--- src/rtl/hdmi_tx_pkg.sv ---
// hdmi_tx_pkg: shared constants and types for the HDMI/DVI video transmitter.
//   - TMDS control-period symbols (indexed by the two control bits)
//   - HDMI video guard-band symbols
//   - period_e: what a lane encoder emits in a given cycle
//   - stage_t:  first pipeline stage between timing/input logic and encoders
// Symbol constants are written MSB first; bit 0 leaves the serialiser first.
package hdmi_tx_pkg;

    localparam int NUM_LANES = 3;

    localparam logic [9:0] CTRL_SYM_00 = 10'b1101010100;
    localparam logic [9:0] CTRL_SYM_01 = 10'b0010101011;
    localparam logic [9:0] CTRL_SYM_10 = 10'b0101010100;
    localparam logic [9:0] CTRL_SYM_11 = 10'b1010101011;

    localparam logic [9:0] GUARD_SYM_02 = 10'b1011001100;  // lanes 0 and 2
    localparam logic [9:0] GUARD_SYM_1  = 10'b0100110011;  // lane 1

    typedef enum logic [1:0] {CTRL, PREAMBLE, GUARD, ACTIVE} period_e;

    typedef enum logic {ST_SYNC, ST_RUN} in_state_e;

    typedef struct packed {
        period_e                   period;
        logic [NUM_LANES-1:0][1:0] ctrl;
        logic [NUM_LANES-1:0][7:0] data;
        logic                      sof;
        logic                      uf;
    } stage_t;

    function automatic logic [9:0] ctrl_sym(input logic [1:0] c);
        case (c)
            2'b00:   return CTRL_SYM_00;
            2'b01:   return CTRL_SYM_01;
            2'b10:   return CTRL_SYM_10;
            default: return CTRL_SYM_11;
        endcase
    endfunction

    function automatic logic [3:0] ones8(input logic [7:0] d);
        logic [3:0] n;
        n = '0;
        for (int i = 0; i < 8; i++) n = n + {3'b000, d[i]};
        return n;
    endfunction

endpackage

--- src/rtl/tmds_lane_enc.sv ---
// tmds_lane_enc: one TMDS lane. 8b/10b video encoding with running disparity,
// plus control / guard symbol selection driven by the period input.
// Ports:
//   clk, resetn   pixel clock, synchronous active-low reset
//   period        CTRL / PREAMBLE / GUARD / ACTIVE for this cycle
//   data          video byte (used in ACTIVE)
//   ctrl          two control bits (used in CTRL and PREAMBLE)
//   sym           registered 10-bit symbol, bit 0 transmitted first
// Parameters: GUARD_SYM (lane-specific guard band), IDLE_CTRL (control bits
// emitted out of reset).
module tmds_lane_enc
    import hdmi_tx_pkg::*;
#(
    parameter logic [9:0] GUARD_SYM = GUARD_SYM_02,
    parameter logic [1:0] IDLE_CTRL = 2'b00
) (
    input  logic       clk,
    input  logic       resetn,
    input  period_e    period,
    input  logic [7:0] data,
    input  logic [1:0] ctrl,
    output logic [9:0] sym
);

    logic signed [5:0] disp;      // running disparity (ones minus zeros)
    logic signed [5:0] disp_nxt;
    logic signed [5:0] diff;      // ones minus zeros of q_m[7:0]
    logic [3:0]        n1d, n1q;
    logic              use_xnor;
    logic [8:0]        qm;
    logic [9:0]        enc;

    always_comb begin
        n1d      = ones8(data);
        use_xnor = (n1d > 4'd4) || ((n1d == 4'd4) && !data[0]);
        qm       = '0;
        qm[0]    = data[0];
        for (int i = 1; i < 8; i++)
            qm[i] = use_xnor ? ~(qm[i-1] ^ data[i]) : (qm[i-1] ^ data[i]);
        qm[8]    = ~use_xnor;
        n1q      = ones8(qm[7:0]);
        diff     = $signed({1'b0, n1q, 1'b0}) - 6'sd8;

        if ((disp == 6'sd0) || (diff == 6'sd0)) begin
            enc      = {~qm[8], qm[8], qm[8] ? qm[7:0] : ~qm[7:0]};
            disp_nxt = qm[8] ? disp + diff : disp - diff;
        end else if (((disp > 6'sd0) && (diff > 6'sd0)) ||
                     ((disp < 6'sd0) && (diff < 6'sd0))) begin
            // invert to pull the running disparity back towards zero
            enc      = {1'b1, qm[8], ~qm[7:0]};
            disp_nxt = disp - diff + (qm[8] ? 6'sd2 : 6'sd0);
        end else begin
            enc      = {1'b0, qm[8], qm[7:0]};
            disp_nxt = disp + diff - (qm[8] ? 6'sd0 : 6'sd2);
        end
    end

    always_ff @(posedge clk) begin
        if (!resetn) begin
            sym  <= ctrl_sym(IDLE_CTRL);
            disp <= '0;
        end else begin
            unique case (period)
                ACTIVE: begin
                    sym  <= enc;
                    disp <= disp_nxt;
                end
                GUARD: begin
                    sym  <= GUARD_SYM;
                    disp <= '0;
                end
                default: begin
                    sym  <= ctrl_sym(ctrl);
                    disp <= '0;
                end
            endcase
        end
    end

endmodule

--- src/rtl/hdmi_video_tx.sv ---
// hdmi_video_tx: video timing, AXI-Stream pixel intake with start-of-frame
// resynchronisation, and three TMDS lanes feeding the 10:1 serialisers.
// Ports:
//   clk, resetn                      pixel clock, synchronous active-low reset
//   in_axis_tvalid/tready/tdata/tuser pixel stream, tuser marks SOF
//   out_tmds0..2                     lane symbols, bit 0 transmitted first
//   frame_start                      pulse with the first active symbol
//   underflow                        pulse with each substituted black symbol
// Latency: a position/handshake in cycle n appears on the outputs in n+2.
// Build option: HDMI_TX_GUARD_EN adds video preamble and guard band before
// each active line (HDMI); without it those cycles are plain control (DVI).
module hdmi_video_tx
    import hdmi_tx_pkg::*;
#(
    parameter int H_ACTIVE  = 1280,
    parameter int H_FP      = 64,
    parameter int H_SYNC    = 128,
    parameter int H_BP      = 192,
    parameter int V_ACTIVE  = 720,
    parameter int V_FP      = 3,
    parameter int V_SYNC    = 5,
    parameter int V_BP      = 20,
    parameter bit HSYNC_POL = 1'b1,
    parameter bit VSYNC_POL = 1'b1
) (
    input  logic        clk,
    input  logic        resetn,
    input  logic        in_axis_tvalid,
    output logic        in_axis_tready,
    input  logic [23:0] in_axis_tdata,
    input  logic        in_axis_tuser,
    output logic [9:0]  out_tmds0,
    output logic [9:0]  out_tmds1,
    output logic [9:0]  out_tmds2,
    output logic        frame_start,
    output logic        underflow
);

    localparam int H_TOTAL = H_ACTIVE + H_FP + H_SYNC + H_BP;
    localparam int V_TOTAL = V_ACTIVE + V_FP + V_SYNC + V_BP;
    localparam int HW = $clog2(H_TOTAL);
    localparam int VW = $clog2(V_TOTAL);

    localparam logic [HW-1:0] H_LAST  = HW'(H_TOTAL - 1);
    localparam logic [HW-1:0] H_ACT   = HW'(H_ACTIVE);
    localparam logic [HW-1:0] HS_BEG  = HW'(H_ACTIVE + H_FP);
    localparam logic [HW-1:0] HS_LAST = HW'(H_ACTIVE + H_FP + H_SYNC - 1);
    localparam logic [VW-1:0] V_LAST  = VW'(V_TOTAL - 1);
    localparam logic [VW-1:0] V_ACT   = VW'(V_ACTIVE);
    localparam logic [VW-1:0] VS_BEG  = VW'(V_ACTIVE + V_FP);
    localparam logic [VW-1:0] VS_LAST = VW'(V_ACTIVE + V_FP + V_SYNC - 1);
`ifdef HDMI_TX_GUARD_EN
    localparam logic [HW-1:0] PRE_BEG  = HW'(H_TOTAL - 10);
    localparam logic [HW-1:0] PRE_LAST = HW'(H_TOTAL - 3);
    localparam logic [HW-1:0] GRD_BEG  = HW'(H_TOTAL - 2);
    localparam logic [VW-1:0] V_ACT_M1 = VW'(V_ACTIVE - 1);
`endif

    // control bits with both syncs deasserted, per lane
    localparam logic [NUM_LANES-1:0][1:0] CTRL_IDLE =
        {2'b00, 2'b00, {~VSYNC_POL, ~HSYNC_POL}};

    logic [HW-1:0] h;
    logic [VW-1:0] v;
    in_state_e     state;
    stage_t        s1;

    logic          at_first, active, hs_on, vs_on, show, uf_now;
    period_e       period;
    logic [NUM_LANES-1:0][1:0] ctrl;
    logic [NUM_LANES-1:0][7:0] pix;
    logic [NUM_LANES-1:0][9:0] sym;
`ifdef HDMI_TX_GUARD_EN
    logic          pre_line;
`endif

    always_comb begin
        at_first = (h == '0) && (v == '0);
        active   = (h < H_ACT) && (v < V_ACT);
        hs_on    = (h >= HS_BEG) && (h <= HS_LAST);
        vs_on    = (v >= VS_BEG) && (v <= VS_LAST);
`ifdef HDMI_TX_GUARD_EN
        // line whose successor is an active line
        pre_line = (v == V_LAST) || (v < V_ACT_M1);
`endif
    end

    // SYNC drops plain beats and parks an SOF beat until (0,0).
    // RUN takes one beat per active pixel but never an SOF past (0,0).
    always_comb begin
        if (state == ST_SYNC)
            in_axis_tready = in_axis_tvalid && (!in_axis_tuser || at_first);
        else
            in_axis_tready = active && !(in_axis_tuser && !at_first);
    end

    always_comb begin
        show   = in_axis_tvalid && in_axis_tready && active &&
                 ((state == ST_RUN) || (at_first && in_axis_tuser));
        uf_now = (state == ST_RUN) && active && !in_axis_tvalid;
        for (int l = 0; l < NUM_LANES; l++)
            pix[l] = show ? in_axis_tdata[8*(NUM_LANES-1-l) +: 8] : 8'h00;
    end

    always_comb begin
        period = active ? ACTIVE : CTRL;
`ifdef HDMI_TX_GUARD_EN
        if (!active && pre_line && (h >= GRD_BEG))
            period = GUARD;
        else if (!active && pre_line && (h >= PRE_BEG) && (h <= PRE_LAST))
            period = PREAMBLE;
`endif
        ctrl    = '0;
        ctrl[0] = {vs_on ? VSYNC_POL : ~VSYNC_POL, hs_on ? HSYNC_POL : ~HSYNC_POL};
        ctrl[1] = (period == PREAMBLE) ? 2'b01 : 2'b00;
    end

    always_ff @(posedge clk) begin
        if (!resetn) begin
            h           <= H_ACT;
            v           <= V_ACT;
            state       <= ST_SYNC;
            s1.period   <= CTRL;
            s1.ctrl     <= CTRL_IDLE;
            s1.data     <= '0;
            s1.sof      <= 1'b0;
            s1.uf       <= 1'b0;
            frame_start <= 1'b0;
            underflow   <= 1'b0;
        end else begin
            if (h == H_LAST) begin
                h <= '0;
                v <= (v == V_LAST) ? '0 : v + 1'b1;
            end else begin
                h <= h + 1'b1;
            end

            case (state)
                ST_SYNC:
                    if (at_first && in_axis_tvalid && in_axis_tuser)
                        state <= ST_RUN;
                // early SOF (tuser off the first pixel) or first pixel
                // without tuser both lose frame lock
                default:
                    if (active && in_axis_tvalid && (in_axis_tuser != at_first))
                        state <= ST_SYNC;
            endcase

            s1.period   <= period;
            s1.ctrl     <= ctrl;
            s1.data     <= pix;
            s1.sof      <= at_first;
            s1.uf       <= uf_now;
            frame_start <= s1.sof;
            underflow   <= s1.uf;
        end
    end

    for (genvar l = 0; l < NUM_LANES; l++) begin : g_lane
        tmds_lane_enc #(
            .GUARD_SYM (l == 1 ? GUARD_SYM_1 : GUARD_SYM_02),
            .IDLE_CTRL (CTRL_IDLE[l])
        ) u_enc (
            .clk    (clk),
            .resetn (resetn),
            .period (s1.period),
            .data   (s1.data[l]),
            .ctrl   (s1.ctrl[l]),
            .sym    (sym[l])
        );
    end

    assign out_tmds0 = sym[0];
    assign out_tmds1 = sym[1];
    assign out_tmds2 = sym[2];

endmodule

--- config.mk ---
export PLATFORM = sky130hd
export DESIGN_NAME = hdmi_video_tx
export DESIGN_NICKNAME = d
export VERILOG_FILES = /design/src/rtl/hdmi_tx_pkg.sv /design/src/rtl/tmds_lane_enc.sv /design/src/rtl/hdmi_video_tx.sv
export SDC_FILE = /design/constraint.sdc
export NUM_CORES = 1
export LEC_CHECK = 0
export CAP_MARGIN = 5
export CELL_PAD_IN_SITES_DETAIL_PLACEMENT = 1
export CELL_PAD_IN_SITES_GLOBAL_PLACEMENT = 1
export CORE_MARGIN = 5
export CORE_UTILIZATION = 35
export DETAILED_ROUTE_END_ITERATION = 6
export PLACE_DENSITY = 0.64
export SYNTH_ARGS = -nofsm -noshare
export SYNTH_HDL_FRONTEND = slang
export SYNTH_HIERARCHICAL = 1
export SYNTH_SLANG_ARGS = --single-unit
--- constraint.sdc ---
create_clock -name clk -period 8.1 [get_ports clk]
set_clock_uncertainty 0.2 [all_clocks]
set_input_delay 1.62 -clock clk [delete_from_list [all_inputs] [get_ports clk]]
set_output_delay 1.62 -clock clk [all_outputs]
set_load 0.02 [all_outputs]
[After elaboration in Yosys (flattened, before gate mapping)]
Cells that the tools add are included.
Storage, ports and cells
  flip-flop bits (word level): 106
  bits of input ports: 28
  output and inout port bits: 33
  word-level logic and storage cells: 284
Cells by class
  $add $sub $neg: 59
  $lt $le $gt $ge: 21
  equal/unequal tests: 15
  multiplexer cells: 61
  bitwise logic cells: 49
  reduce and logical (&&, ||, !) cells: 58
Operator list (count)
  4-bit by 1-bit adder with 4-bit output: 36
  10-bit case mux with 3 select lines: 3
  10-bit 2-to-1 mux: 7
  10-bit case mux with 2 select lines: 3
  6-bit 2-to-1 mux: 9
  6-bit adder: 6
  6-bit by 1-bit greater-than comparator with 1-bit output (second input constant): 6
  6-bit zero test: 6
  6-bit by 1-bit less-than comparator with 1-bit output (second input constant): 6
  6-bit subtractor: 6
  1-bit 2-to-1 mux: 28
  1-bit logical AND: 26
  1-bit inverter: 25
  8-bit 2-to-1 mux: 3
  8-bit inverter: 3
  1-bit XOR: 21
  5-bit by 4-bit subtractor with 6-bit output (second input constant): 3
  2-bit 2-to-1 mux: 7
  1-bit by 1-bit adder with 2-bit output: 6
  4-bit by 3-bit == test with 1-bit output (second input constant): 3
  4-bit by 3-bit greater-than comparator with 1-bit output (second input constant): 3
  11-bit by 1-bit adder with 11-bit output (second input constant): 1
  11-bit == test (second input constant): 1
  11-bit >= comparator (second input constant): 1
  other kinds (18): 44

[Longest topological paths before layout]
  depth after elaboration: 37
  mapped depth: 29
  mapped depth without buffers: 28

[Hierarchy]
The synthesis kept the hierarchy.
Modules (own cells, without submodules)
  hdmi_video_tx: times used 1, cells an instance 219, area an instance 2177.1 µm², sequential area each 1061.0 µm²
  tmds_lane_enc (g_lane[0].u_enc): times used 1, cells an instance 206, area an instance 1869.3 µm², sequential area each 300.3 µm²
  tmds_lane_enc (g_lane[2].u_enc): times used 1, cells an instance 205, area an instance 1831.8 µm², sequential area each 300.3 µm²
  tmds_lane_enc (g_lane[1].u_enc): times used 1, cells an instance 200, area an instance 1808.0 µm², sequential area each 300.3 µm²

[Worst setup path after synthesis]
OpenSTA, ideal clock, no wires.
  path kind: reg-to-reg
  start: reg, netlist name s1[2]
  end: reg g_lane[0].u_enc.disp[5]
  library setup time: 0.127 ns
  arrival: 7.082 ns
  required time: 7.773 ns
  slack: 0.691 ns
  stages on the path, launching flop included: 29
  path buffers: 2
  clock period less this slack: 7.409 ns
  cells stage by stage: dfxtp_1 > inv_1 > fa_1 > fa_1 > fa_1 > inv_1 > ha_1 > fa_1 > or3b_1 > a22oi_2 > buf_2 > xnor2_1 > inv_1 > ha_1 > inv_1 > fa_1 > inv_1 > fa_1 > inv_1 > fa_1 > xnor2_1 > ha_1 > ha_1 > clkbuf_1 > a21oi_1 > or3_1 > a211o_1 > a211oi_1 > nor4_1
On the way
  longest elaborated chain between the ends: 36
  elaborated cells on any way between the ends: 57
  classes of those cells: add/sub: 19; order compare: 3; eq/ne: 1; mux: 12; bitwise: 14; reduce/logical: 8
RTL lines
  branches (longest 35 deep; another with 4-bit by 1-bit adder with 4-bit output)
  6-bit 2-to-1 mux *: line tmds_lane_enc.sv:44  | if ((disp == 6'sd0) || (diff == 6'sd0)) begin
  end signal: assignment: line tmds_lane_enc.sv:66  | disp <= disp_nxt;
  end: declaration: line tmds_lane_enc.sv:25  | logic signed [5:0] disp;
Every way passes the cells marked *.
A chain may end at the register's enable or synchronous reset.

[Final worst setup path]
  start: reg, netlist name s1[2]
  end: reg g_lane[0].u_enc.sym[2]
On the way
  longest elaborated chain between the ends: 37
  elaborated cells on any way between the ends: 53
  classes of those cells: add/sub: 15; order compare: 3; eq/ne: 1; mux: 11; bitwise: 15; reduce/logical: 8
RTL lines
  branches (longest 35 deep; another with 4-bit by 1-bit adder with 4-bit output)
  10-bit 2-to-1 mux *: line tmds_lane_enc.sv:44
  10-bit case mux with 2 select lines *: line tmds_lane_enc.sv:63  | unique case (period)
  end signal: assignment: line tmds_lane_enc.sv:60  | sym <= ctrl_sym(IDLE_CTRL);
  end signal: assignment: line tmds_lane_enc.sv:65  | sym <= enc;
  end signal: assignment: line tmds_lane_enc.sv:73  | sym <= ctrl_sym(ctrl);
  end: declaration: line tmds_lane_enc.sv:22  | output logic [9:0] sym
Marked as above.

==> results_tabular.tex <==
\begin{tabular}{lr}
\hline
Metric & Value \\
\hline
\multicolumn{2}{l}{\textbf{Final layout}} \\
FF+latch area & 1963 µm² \\
Count of antenna diodes in the layout & 0 \\
Ratio of cells with drive above 1 in the final layout & 6.793\% \\
Number of nets in the final layout & 1039 \\
Multi-input gate area & 5189 µm² \\
Layout-stage area growth over the synthesis result & 15.22\% \\
Filler instances & 2572 \\
\multicolumn{2}{l}{\textbf{Worst setup path}} \\
Endpoint arrival time on the critical path & 7640 ps \\
Path type of the worst setup path & flip-flop to flip-flop \\
Minimum setup slack among reg-to-reg paths & 500 ps \\
Setup crit start kind & flip-flop \\
Beginning of the worst register-to-register path & s1[2] \\
Reg2Reg Depth & 27 \\
Endpoint class of the critical path & flip-flop \\
Critical path's slowest cell & sky130\_fd\_sc\_hd\_\_or4bb\_1 \\
Critical Path RT & 8140 ps \\
Most used cell along the critical path & sky130\_fd\_sc\_hd\_\_fa\_1 \\
Capture point of the worst reg-to-reg path & g\_lane[0].u\_enc/sym[2] \\
Largest incremental delay on the critical path & 580 ps \\
Highest net fanout along the worst path & 11 \\
\multicolumn{2}{l}{\textbf{Power}} \\
Sw frac & 22.52\% \\
Proportion of power drawn by combinational gates & 6.0\% \\
Sequential share of power & 49.7\% \\
Internal Power & 0.0007680 W \\
Clk network pwr share & 44.3\% \\
Switching Power & 0.0002232 W \\
Total power per unit cell area & 111.9 nW/µm² \\
Leakage & 3.769 nW \\
Worst ir drop on vdd & 79.10 µV \\
\multicolumn{2}{l}{\textbf{Route}} \\
Number of remaining DRC errors & 0 \\
Wirelength, routed & 17.39 mm \\
Vias per cell & 4.804 \\
Wire length per cell after detailed routing & 14.76 µm \\
Final antenna-violating net count & 0 \\
Number of optimization iterations in the first detailed-route pass & 4 \\
Number of DRC violations after detailed-routing iteration 0 & 191 \\
Vias after detailed routing & 5659 \\
\multicolumn{2}{l}{\textbf{Yosys}} \\
Netlist area before placement & 7686 µm² \\
Most common flop cell mapped by yosys & sky130\_fd\_sc\_hd\_\_dfxtp\_1 \\
Post-synthesis instance total & 830 \\
Yosys reg bits & 98 \\
Register area share after synthesis & 25.52\% \\
Post-synth cell types & 82 \\
Synth warn & 6 \\
Synth Area per Inst & 9.260 µm² \\
Share of flip-flops with an asynchronous set or reset after synthesis & 0\% \\
Number of flops mapped to enable cells by yosys & 0 \\
\multicolumn{2}{l}{\textbf{CTS}} \\
TritonCTS clock tree & done \\
CTS Buffer Depth & 2 \\
Root buffer cell & sky130\_fd\_sc\_hd\_\_clkbuf\_16 \\
Clock-pin slew on the worst setup and hold paths & 70 ps \\
Clock latency at the later pin of the worst-skew pair & 350 ps \\
Number of clock sinks & 98 \\
Number of buffers added by the clock tree synthesis step & 9 \\
Deepest level of the CTS H-tree & 3 \\
\multicolumn{2}{l}{\textbf{STA}} \\
Maximum achievable frequency & 131.6 MHz \\
Count of final max-slew check failures & 0 \\
Worst hold slack & 246.7 ps \\
Minimum clock period after layout & 7596 ps \\
Transition at the pin with the smallest max-transition slack & 870.2 ps \\
Accumulated negative setup slack & 0 ps \\
Total setup violations reported at the end of the flow & 0 \\
Number of failing hold endpoints at the final stage & 0 \\
RSZ-0062 raised after global routing & no \\
Slew HR & 41.99\% \\
Portion of the clock cycle consumed by the worst path in the final layout & 93.78\% \\
\multicolumn{2}{l}{\textbf{Floorplan}} \\
Die boundary width & 158.2 µm \\
CORE AREA & 21760 µm² \\
Initial Utilization & 35.33\% \\
Row count & 54 \\
Overall die height & 158.2 µm \\
IO Count & 61 \\
Die Footprint & 25020 µm² \\
\multicolumn{2}{l}{\textbf{Min path}} \\
Worst Hold Endpoint & underflow \\
Hold WC Path Type & flip-flop to flip-flop \\
Launch point of the worst hold path & s1[0] \\
Hold Path Cell Cnt & 1 \\
\multicolumn{2}{l}{\textbf{Placement}} \\
Half-perimeter wire length of the detailed placement result & 14.06 mm \\
Routability congestion estimate & 0.8203 \\
Count of input and output buffers & 60 \\
\multicolumn{2}{l}{\textbf{Flow run}} \\
Count of max-cap constraint violations & 0 \\
\multicolumn{2}{l}{\textbf{Global routing}} \\
Pin count of the biggest net entering global routing & 50 \\
Overall Global Routing Usage & 14.55\% \\
First-pass GRT wire length & 29.21 mm \\
Number of global-route vias before repair & 5834 \\
GRT Residual Overflow & 0 \\
Antenna violations before repair & 0 \\
\multicolumn{2}{l}{\textbf{Outcome}} \\
Outcome & finished, final reports clean \\
\hline
\end{tabular}
-- through the flow --
step / cell area (µm²) / std cells / utilization, % / total power, W / setup slack [ps]
global route: 8856 / 1178 / 40.71 / 0.001034 / 10.06
detailed placement: 8552 / 1162 / 39.31 / 0.0005637 / 358.3
finish: 8856 / 1178 / 40.71 / 0.0009912 / 503.9
floorplan: 7727 / 841 / - / 0.0005291 / 690.6
global placement: 8552 / 1162 / 39.31 / 0.0005628 / 537.1
CTS: 8847 / 1177 / 40.67 / 0.001010 / 365.0
-- critical path: cells and delay by family (launching register included) --
kind | cells | cell delay [ps]
xor+xnor | 3 | 540
compound gates | 3 | 690
mux | 1 | 290
buf+inv | 7 | 720
flops | 1 | 430
simple gates | 3 | 1040
fa+ha+maj | 10 | 3600
-- cell usage after synthesis, types with 12 or more instances --
library cell               count  share of area, %
sky130_fd_sc_hd__inv_1       108               5.3
sky130_fd_sc_hd__dfxtp_1      98                26
sky130_fd_sc_hd__ha_1         90                15
sky130_fd_sc_hd__xnor2_1      69               7.9
sky130_fd_sc_hd__nor2_1       48               2.3
sky130_fd_sc_hd__nand2_1      40               2.0
sky130_fd_sc_hd__xor2_1       33               3.8
sky130_fd_sc_hd__a21oi_1      31               2.0
sky130_fd_sc_hd__and2_1       27               2.2
sky130_fd_sc_hd__fa_1         27               7.0
sky130_fd_sc_hd__nand3_1      21               1.4
sky130_fd_sc_hd__o21ai_0      21               1.4
sky130_fd_sc_hd__o21bai_1     14               1.4
sky130_fd_sc_hd__a211oi_1     12               1.2
-- power by group through the flow --
stage          registers [W]  logic (W)  clock network (W)
3_5_place_dp        0.000504  0.0000594                  0
4_1_cts             0.000493  0.0000595           0.000457
6_report            0.000493  0.0000596           0.000439
3_3_place_gp        0.000504  0.0000588                  0
2_1_floorplan       0.000513  0.0000162                  0
5_1_grt             0.000494  0.0000652           0.000475
-- sequential cells by signal, summed over array words and instances (netlist names) --
register	cells
g_lane.u_enc/sym	30
g_lane.u_enc/disp	15
h	11
state	1
frame_start	1
s1	29
v	10
underflow	1
-- placed cells by master, fill, tap and decap left out, drive strengths merged, types with 4 or more instances in the layout --
master | Yosys | routed
ha | 90 | 90
o21ai | 32 | 32
dfxtp | 98 | 98
nand3 | 22 | 22
a21o | 7 | 7
a211oi | 12 | 12
o31ai | 6 | 6
nor3b | 6 | 6
o21a | 4 | 4
nand3b | 4 | 4
a31oi | 13 | 13
o211ai | 9 | 9
o22ai | 5 | 5
clkbuf | 7 | 11
mux2i | 13 | 13
nand2b | 5 | 5
or3 | 7 | 7
nor2 | 51 | 51
conb | 1 | 12
nand4 | 10 | 10
clkdlybuf4s50 | 0 | 60
a21oi | 32 | 32
o21bai | 14 | 14
and2 | 27 | 27
inv | 109 | 109
fa | 27 | 27
xnor2 | 75 | 75
and3 | 6 | 6
buf | 17 | 6
nand2 | 40 | 40
xor2 | 33 | 33
nor3 | 5 | 5
nor4 | 5 | 5
-- routing by layer --
layer	track usage, %	vias to the layer above	wire length (µm)
met3	2.296	13	466
met4	3.656	0	239
met5	0	-	0
li1	-	2898	-
met1	19.21	2687	8317
met2	24.88	61	8369
-- layout make-up --
class	instances	share of cell area, %
Timing Repair Buffer	66	7.290
Inverter	110	4.662
Sequential cell	98	22.17
Multi-Input combinational cell	609	58.59
Tap cell	280	3.956
Clock inverter	4	0.5934
Clock buffer	11	2.741
-- what timing repair did --
item,CTS,global route
hold buffers,0,0
buffers inserted,0,1
endpoints found under the setup margin,0,3
gates resized for setup,0,1
-- worst max path at each step --
stage	end	from	cells past startpoint
6_report	g_lane[0].u_enc/sym[2]	s1[2]	27
5_1_grt	g_lane[0].u_enc/disp[5]	s1[2]	26
4_1_cts	g_lane[0].u_enc/sym[2]	s1[2]	27
3_5_place_dp	g_lane[0].u_enc/sym[2]	s1[2]	27
3_3_place_gp	g_lane[0].u_enc/sym[2]	s1[2]	27
2_1_floorplan	g_lane[0].u_enc/disp[5]	s1[2]	28
-- kinds of logic after synthesis --
| kind of cell | share of synthesized area [%] |
|---|---|
| xor+xnor | 14.44 |
| simple gates | 14.76 |
| compound gates | 13.85 |
| fa+ha+maj | 21.68 |
| buf+inv | 7.521 |
| other cells | 0.04879 |
| flops | 25.52 |
| mux | 2.165 |
Note: power is estimated with default switching activity, not from simulation.
